**config.mk**
```make
export PLATFORM = sky130hd
export DESIGN_NAME = cache_set_ctrl
export DESIGN_NICKNAME = d
export VERILOG_FILES = /design/src/rtl/cache_pkg.sv /design/src/rtl/clock_victim_sel.sv /design/src/rtl/cache_set_ctrl.sv
export SDC_FILE = /design/constraint.sdc
export NUM_CORES = 2
export LEC_CHECK = 0
export CAP_MARGIN = 0
export CORE_AREA = 2 2 549 551
export CTS_CLUSTER_DIAMETER = 60
export DETAILED_ROUTE_END_ITERATION = 6
export DIE_AREA = 0 0 551 553
export PLACE_DENSITY_LB_ADDON = 0.15
export SYNTH_ARGS = -nofsm -noshare
export SYNTH_HDL_FRONTEND = slang
export SYNTH_SLANG_ARGS = --single-unit
```
**constraint.sdc**
```tcl
create_clock -name clk -period 5.15 [get_ports clk]
set_clock_uncertainty 0.15 [all_clocks]
set_input_delay 0.7725 -clock clk [delete_from_list [all_inputs] [get_ports clk]]
set_output_delay 0.7725 -clock clk [all_outputs]
set_load 0.01 [all_outputs]
```
**src/rtl/cache_pkg.sv**
```systemverilog
// rtl/cache_pkg.sv - shared constants, encodings and FSM states for the cache set controller
package cache_pkg;

  localparam int TAG_W  = 24;
  localparam int IDX_W  = 6;
  localparam int OFF_W  = 6;
  localparam int WAYS   = 8;
  localparam int WAY_W  = 3;
  localparam int SETS   = 1 << IDX_W;
  localparam int ADDR_W = TAG_W + IDX_W + OFF_W;
  localparam int BLK_W  = 512;

  typedef enum logic [1:0] {
    SZ_8  = 2'd0,
    SZ_16 = 2'd1,
    SZ_32 = 2'd2,
    SZ_64 = 2'd3
  } size_e;

  typedef enum logic [2:0] {
    ST_IDLE,
    ST_LOOKUP,
    ST_WAIT_SET,
    ST_RESP,
    ST_FETCH,
    ST_VICTIM,
    ST_FILL,
    ST_WAIT_FILL
  } ctrl_state_e;

  // Index of the lowest-numbered zero bit; caller guarantees at least one exists.
  function automatic logic [WAY_W-1:0] lowest_clear(input logic [WAYS-1:0] v);
    logic [WAY_W-1:0] r;
    r = '0;
    for (int i = WAYS - 1; i >= 0; i--) begin
      if (!v[i]) r = WAY_W'(i);
    end
    return r;
  endfunction

endpackage

```
**src/rtl/clock_victim_sel.sv**
```systemverilog
// rtl/clock_victim_sel.sv - per-set valid/ref/hand storage and clock-algorithm victim choice
// One sweep step per cycle while start_i is high; victim_valid_o marks the deciding cycle.
module clock_victim_sel
  import cache_pkg::*;
(
  input  logic             clk,
  input  logic             rst_n,
  input  logic [IDX_W-1:0] idx_i,
  input  logic             hit_touch_i,
  input  logic [WAY_W-1:0] hit_way_i,
  input  logic             fill_touch_i,
  input  logic [WAY_W-1:0] fill_way_i,
  input  logic             start_i,
  output logic [WAY_W-1:0] victim_o,
  output logic             victim_valid_o
);

  logic [WAYS-1:0]  valid_q [SETS];
  logic [WAYS-1:0]  ref_q   [SETS];
  logic [WAY_W-1:0] hand_q  [SETS];

  logic [WAYS-1:0]  valid_row, ref_row, valid_d, ref_d;
  logic [WAY_W-1:0] hand_row, hand_d;

  assign valid_row = valid_q[idx_i];
  assign ref_row   = ref_q[idx_i];
  assign hand_row  = hand_q[idx_i];

  // Only the addressed set changes in any cycle, so next-state is computed per row.
  always_comb begin
    valid_d        = valid_row;
    ref_d          = ref_row;
    hand_d         = hand_row;
    victim_o       = hand_row;
    victim_valid_o = 1'b0;
    if (start_i) begin
      if (valid_row != '1) begin
        victim_o       = lowest_clear(valid_row);
        victim_valid_o = 1'b1;
      end else if (ref_row[hand_row]) begin
        ref_d[hand_row] = 1'b0;
        hand_d          = hand_row + 1'b1;
      end else begin
        victim_valid_o = 1'b1;
        hand_d         = hand_row + 1'b1;
      end
    end
    if (hit_touch_i) ref_d[hit_way_i] = 1'b1;
    if (fill_touch_i) begin
      valid_d[fill_way_i] = 1'b1;
      ref_d[fill_way_i]   = 1'b1;
    end
  end

  always_ff @(posedge clk) begin
    if (!rst_n) begin
      for (int s = 0; s < SETS; s++) begin
        valid_q[s] <= '0;
        ref_q[s]   <= '0;
        hand_q[s]  <= '0;
      end
    end else begin
      valid_q[idx_i] <= valid_d;
      ref_q[idx_i]   <= ref_d;
      hand_q[idx_i]  <= hand_d;
    end
  end

endmodule

```
**src/rtl/cache_set_ctrl.sv**
```systemverilog
// rtl/cache_set_ctrl.sv - request sequencer for the 8-way set datapath with miss fill and replay
module cache_set_ctrl
  import cache_pkg::*;
(
  input  logic              clk,
  input  logic              rst_n,
  input  logic              req_valid,
  output logic              req_ready,
  input  logic              req_we,
  input  logic [35:0]       req_addr,
  input  logic [1:0]        req_size,
  input  logic [63:0]       req_wdata,
  output logic              resp_valid,
  output logic [63:0]       resp_rdata,
  output logic              resp_miss,
  output logic              set_en,
  output logic              set_we,
  output logic              set_force,
  output logic [2:0]        set_way,
  output logic [23:0]       set_tag,
  output logic [5:0]        set_idx,
  output logic [5:0]        set_off,
  output logic [1:0]        set_size,
  output logic [63:0]       set_wdata,
  output logic [511:0]      set_fill,
  input  logic              set_done,
  input  logic              set_hit,
  input  logic [2:0]        set_hit_way,
  input  logic [63:0]       set_rdata,
  output logic              mem_req,
  output logic [29:0]       mem_addr,
  input  logic              mem_ack,
  input  logic [511:0]      mem_rdata
);

  ctrl_state_e       state_q, state_d;
  logic              we_q, we_d;
  logic [ADDR_W-1:0] addr_q, addr_d;
  size_e             size_q, size_d;
  logic [63:0]       wdata_q, wdata_d;
  logic [63:0]       rdata_q, rdata_d;
  logic [BLK_W-1:0]  fill_q, fill_d;
  logic [WAY_W-1:0]  victim_q, victim_d;
  logic              miss_q, miss_d;
  logic              replay_q, replay_d;

  logic [WAY_W-1:0]  vsel_way;
  logic              vsel_valid;

  always_comb begin
    state_d  = state_q;
    we_d     = we_q;
    addr_d   = addr_q;
    size_d   = size_q;
    wdata_d  = wdata_q;
    rdata_d  = rdata_q;
    fill_d   = fill_q;
    victim_d = victim_q;
    miss_d   = miss_q;
    replay_d = replay_q;
    case (state_q)
      ST_IDLE: begin
        if (req_valid) begin
          we_d     = req_we;
          addr_d   = req_addr;
          size_d   = size_e'(req_size);
          wdata_d  = req_wdata;
          miss_d   = 1'b0;
          replay_d = 1'b0;
          state_d  = ST_LOOKUP;
        end
      end
      ST_LOOKUP: state_d = ST_WAIT_SET;
      ST_WAIT_SET: begin
        if (set_done) begin
          rdata_d = set_rdata;
          // A miss on the replay cannot be fixed by another fill; report it as a miss.
          if (set_hit || replay_q) begin
            state_d = ST_RESP;
          end else begin
            miss_d  = 1'b1;
            state_d = ST_FETCH;
          end
        end
      end
      ST_FETCH: begin
        if (mem_ack) begin
          fill_d  = mem_rdata;
          state_d = ST_VICTIM;
        end
      end
      ST_VICTIM: begin
        if (vsel_valid) begin
          victim_d = vsel_way;
          state_d  = ST_FILL;
        end
      end
      ST_FILL: state_d = ST_WAIT_FILL;
      ST_WAIT_FILL: begin
        if (set_done) begin
          replay_d = 1'b1;
          state_d  = ST_LOOKUP;
        end
      end
      ST_RESP: state_d = ST_IDLE;
      default: state_d = ST_IDLE;
    endcase
  end

  always_ff @(posedge clk) begin
    if (!rst_n) begin
      state_q  <= ST_IDLE;
      we_q     <= 1'b0;
      addr_q   <= '0;
      size_q   <= SZ_8;
      wdata_q  <= '0;
      rdata_q  <= '0;
      fill_q   <= '0;
      victim_q <= '0;
      miss_q   <= 1'b0;
      replay_q <= 1'b0;
    end else begin
      state_q  <= state_d;
      we_q     <= we_d;
      addr_q   <= addr_d;
      size_q   <= size_d;
      wdata_q  <= wdata_d;
      rdata_q  <= rdata_d;
      fill_q   <= fill_d;
      victim_q <= victim_d;
      miss_q   <= miss_d;
      replay_q <= replay_d;
    end
  end

  clock_victim_sel u_victim (
    .clk            (clk),
    .rst_n          (rst_n),
    .idx_i          (addr_q[OFF_W +: IDX_W]),
    .hit_touch_i    (state_q == ST_WAIT_SET && set_done && set_hit),
    .hit_way_i      (set_hit_way),
    .fill_touch_i   (state_q == ST_FILL),
    .fill_way_i     (victim_q),
    .start_i        (state_q == ST_VICTIM),
    .victim_o       (vsel_way),
    .victim_valid_o (vsel_valid)
  );

  assign req_ready  = (state_q == ST_IDLE);
  assign set_en     = (state_q == ST_LOOKUP) || (state_q == ST_FILL);
  assign set_force  = (state_q == ST_FILL) || (state_q == ST_WAIT_FILL);
  assign set_we     = we_q && ((state_q == ST_LOOKUP) || (state_q == ST_WAIT_SET));
  assign set_way    = victim_q;
  assign set_tag    = addr_q[OFF_W+IDX_W +: TAG_W];
  assign set_idx    = addr_q[OFF_W +: IDX_W];
  assign set_off    = addr_q[OFF_W-1:0];
  assign set_size   = size_q;
  assign set_wdata  = wdata_q;
  assign set_fill   = fill_q;
  assign mem_req    = (state_q == ST_FETCH);
  assign mem_addr   = addr_q[ADDR_W-1:OFF_W];
  assign resp_valid = (state_q == ST_RESP);
  assign resp_miss  = (state_q == ST_RESP) && miss_q;
  assign resp_rdata = (state_q == ST_RESP && !we_q) ? rdata_q : '0;

  a_no_replay_miss : assert property (@(posedge clk) disable iff (!rst_n)
    !(state_q == ST_WAIT_SET && set_done && !set_hit && replay_q));

endmodule
```
==> results.txt <==
* Pwr dens: 510 nW/um^2
- Yosys printed 0 warnings.
- In the final design database the tool counted 8922 nets.
* H-tree level count: 5
- Sequential share of the synthesized area: 0.649
- Mean instance size in the synthesized netlist: 11.4 sq um
* Number of enable flip-flop cells after synthesis: 1216
- M1 GR Usage: 0.468
* Final HPWL from detailed placement: 431 mm
* Number of global-route vias before repair: 60473
- Multi-input logic area: 25100 sq um
* Cell type with the highest occurrence count on the critical path: nor2_1
- Insertion delay to the later sink of the worst-skew pair: 0.92 ns
- Remaining number of nets flagged by the antenna check after routing: 0
* Number of max-cap violations: 0
- Class of the most critical hold timing path: input pin to flip-flop
- Effective utilization at floorplan: 0.260
- CP arrival: 5.44 ns
- For the worst setup path, the data required time is 5.60 ns.
- Grt met3 use: 0.114
- In this run the post-CTS setup repair buffer count came out at 0.
- Crit-path max FO: 32
- Maximum single-stage delay on the critical path: 0.74 ns
- Entering global routing, the biggest net connects 193 pins.
- The worst path in the final design needs a cycle of 4.99 ns, including I/O delays and setup.
* Number of I/O pins: 1406
* Most common cell in the synthesized netlist: nand2_1
- In the global route stage, overall resource usage came out at 0.347.
- Number of antenna violations at the first check in global routing: 274
* CTS Buffer Depth: 4
- Total length of routed wires: 544 mm
- The first global-routing pass estimated 680 mm of wire.
- The kind of cell with the highest combined delay along the critical path is compound AO/OA/AOI/OAI gates.
- Endpoint kind of the worst setup timing path: flip-flop
* Average wire per cell in the routed design: 43.6 um
- The run finished with clean final reports.
- Clock tree synthesis selected as its root buffer the cell clkbuf_16.
- The die covers 305000 sq um.
- The critical path contains buffers and inverters numbering 2 combined.
- Detailed routing inserted a total of 65369 vias.
* Post-route clock period utilization: 0.969
- Gates resized, CTS repair: 0
- Clock transition at the registers of the reported paths: 0.06 ns
- Fill cells in the final layout number 29824.
- Peak Freq: 0.200 GHz
- Cell types with the highest counts after synthesis: nand2_1 (1513), edfxtp_1 (1216), nor2_1 (1211)
* Placement Rows: 201
* Floorplan die height: 553 um
* Share of flip-flops with an asynchronous set or reset: 0
* Register area: 50400 sq um
- The global routing stage identified its most utilized layer as met2.
* Area contributors post-synth: edfxtp_1 (47%), dfxtp_1 (18%), mux4_2 (8.7%)
* Post-detailed-route DRC marker count: 0
- Summing every instance area after synthesis gives 77600 sq um.
- Aggregate global routing overflow: 0
- STA classifies the critical path startpoint as a flip-flop.
- Post-synthesis cell type count: 78
- Dominant synthesized flop cell: edfxtp_1
* Worst vdd ir: 424 uV
- Before antenna repair, the detailed router went through 6 iterations.
* Critical path's slowest cell: dfxtp_4
- Final Setup Violations: 0
- Slew Limit Headroom: 0.220
- Reg-to-reg slack, setup: 0.16 ns
- Met2 GRT Util: 0.503
* Clock tree from TritonCTS: yes
- Clk sink count: 1909
* Area overhead of the layout relative to synthesis: 37.6%
- Of the post-synthesis cell area, the dominant cell type holds 0.470.
- When the netlist entered floorplanning its net count stood at 7478.
- Of the cells placed in the final design, the portion with a size suffix greater than 1 is 0.146.
* Kind of critical path: flip-flop to flip-flop
* Number of buffers added on ports: 1405
* Sequence of cells on the critical path: buf_4 > mux4_2 > nor2_1 > o21ai_0 > a32oi_1 > a2111oi_4 > nand4_2 > or3_1 > a221oi_4 > buf_12 > nor2_1
- X dimension of the die: 551 um
* Core Footprint: 299000 sq um
- The analysis attributes to cell leakage a power of 35.9 nW.
- In this run, synthesis produced a sequential element count of 1909.
* RSZ-0062 raised after global routing: false
- Cell type contributing the most total cell area after synthesis: edfxtp_1
- After technology mapping, the gate count stands at 6789.
- 1st-iter DRT viols: 8466
- Tightest Pin Transition: 1.17 ns
- Using the TritonRoute via totals, the vias-per-cell ratio works out to 5.24.
- Pins Over Slew Limit: 0
* Num CTS Buffers: 267
* Final weighted congestion in routability-driven placement: 1.13
* Post-Route Setup TNS: 0 ns
- The final hold violation count came to 0.
- Counting tap cells, the placed design contains a total of 11922 instances.
- The number of hold buffers added after CTS was 0.
* Final cell count without fillers: 12475
==> power breakdown <==
part           switching, mW  total (mW)  leakage, nW  internal, mW
combinational           12.0        17.5         13.5          5.47
clock                   7.63        18.5         4.18          10.9
sequential              1.05        18.5         18.2          17.5
==> metal layers <==
metal / vias to the layer above / routed length, um
met1: 33981 / 229000
met3: 900 / 54200
met2: 3667 / 229000
met4: 158 / 30100
met5: - / 1010
li1: 26663 / -
==> logic make-up after synthesis <==
logic type	synth area share
DFF	0.649
and+or+nand+nor	0.151
buffers and inverters	0.0345
muxes	0.0967
AOI/OAI and AO/OA	0.0676
xor gates and xnor gates	0.000451
adders and majority gates	0.000161
==> sequential cells by signal, summed over array words and instances, names as in the netlist, named ones only <==
| signal | cells |
|---|---|
| set_fill | 512 |
| u_victim.ref_q | 512 |
| u_victim.valid_q | 512 |
| u_victim.hand_q | 192 |
| rdata_q | 64 |
| set_wdata | 64 |
| addr_q | 36 |
| set_way | 3 |
| state_q | 3 |
| set_size | 2 |
| miss_q | 1 |
| replay_q | 1 |
| we_q | 1 |
==> through the flow <==
| step | total power, mW | util | setup WS (ns) | instance area [sq um] | hold WS [ns] |
|---|---|---|---|---|---|
| after global routing | 55.8 | 0.357 | 0.0159 | 107000 | 0.160 |
| final | 54.5 | 0.358 | 0.161 | 107000 | 0.170 |
| after detailed placement | 36.1 | 0.328 | 0.179 | 98100 | 0.294 |
| after CTS | 54.6 | 0.357 | 0.190 | 107000 | 0.109 |
| after floorplan | 25.5 | - | 1.20 | 77600 | 0.282 |
| after global placement | 36.0 | 0.328 | 0.150 | 98100 | 0.287 |
==> placed cells by master, fill, tap and decap left out, types with 10 or more instances in the layout <==
cell	instances
mux4_2	301
clkbuf_16	271
nand3_1	15
mux2i_1	55
o221ai_1	11
inv_6	17
nor2_2	68
bufinv_16	16
nand2_1	1511
o22ai_1	39
and2_1	68
nor3_1	12
edfxtp_1	1216
nor2_1	1201
o21ai_2	40
a21oi_1	698
buf_12	65
clkdlybuf4s50_1	1404
clkbuf_8	22
a22oi_1	20
and3_1	12
o21ai_0	22
o21ai_4	23
clkinv_2	26
clkinv_1	29
diode_2	81
nor2b_1	12
mux2_2	10
clkbuf_1	64
buf_4	291
dfxtp_1	688
a31oi_1	10
==> tightest hold or removal path, cell delays in order <==
cell,delay [ns]
buf_4,0.24
nand2_1,0.12
a21oi_1,0.04
==> cell type report <==
cell class	count	area share
sequential	1909	0.472
multi-input combinational	4286	0.235
timing repair buffer	1760	0.164
clock buffer	357	0.0686
tap	3958	0.0464
clock inverter	115	0.0118
antenna	81	0.00190
inverter	9	0.000386
==> worst paths after layout <==
kind,to,cells past startpoint,startpoint
min reg2reg,rdata_q[45],2,rdata_q[45]
min,state_q[2],3,rst_n
max,u_victim.ref_q[61][1],11,flip-flop
max reg2reg,u_victim.ref_q[61][1],11,flip-flop
No activity file was read; power rests on OpenSTA's default activity.
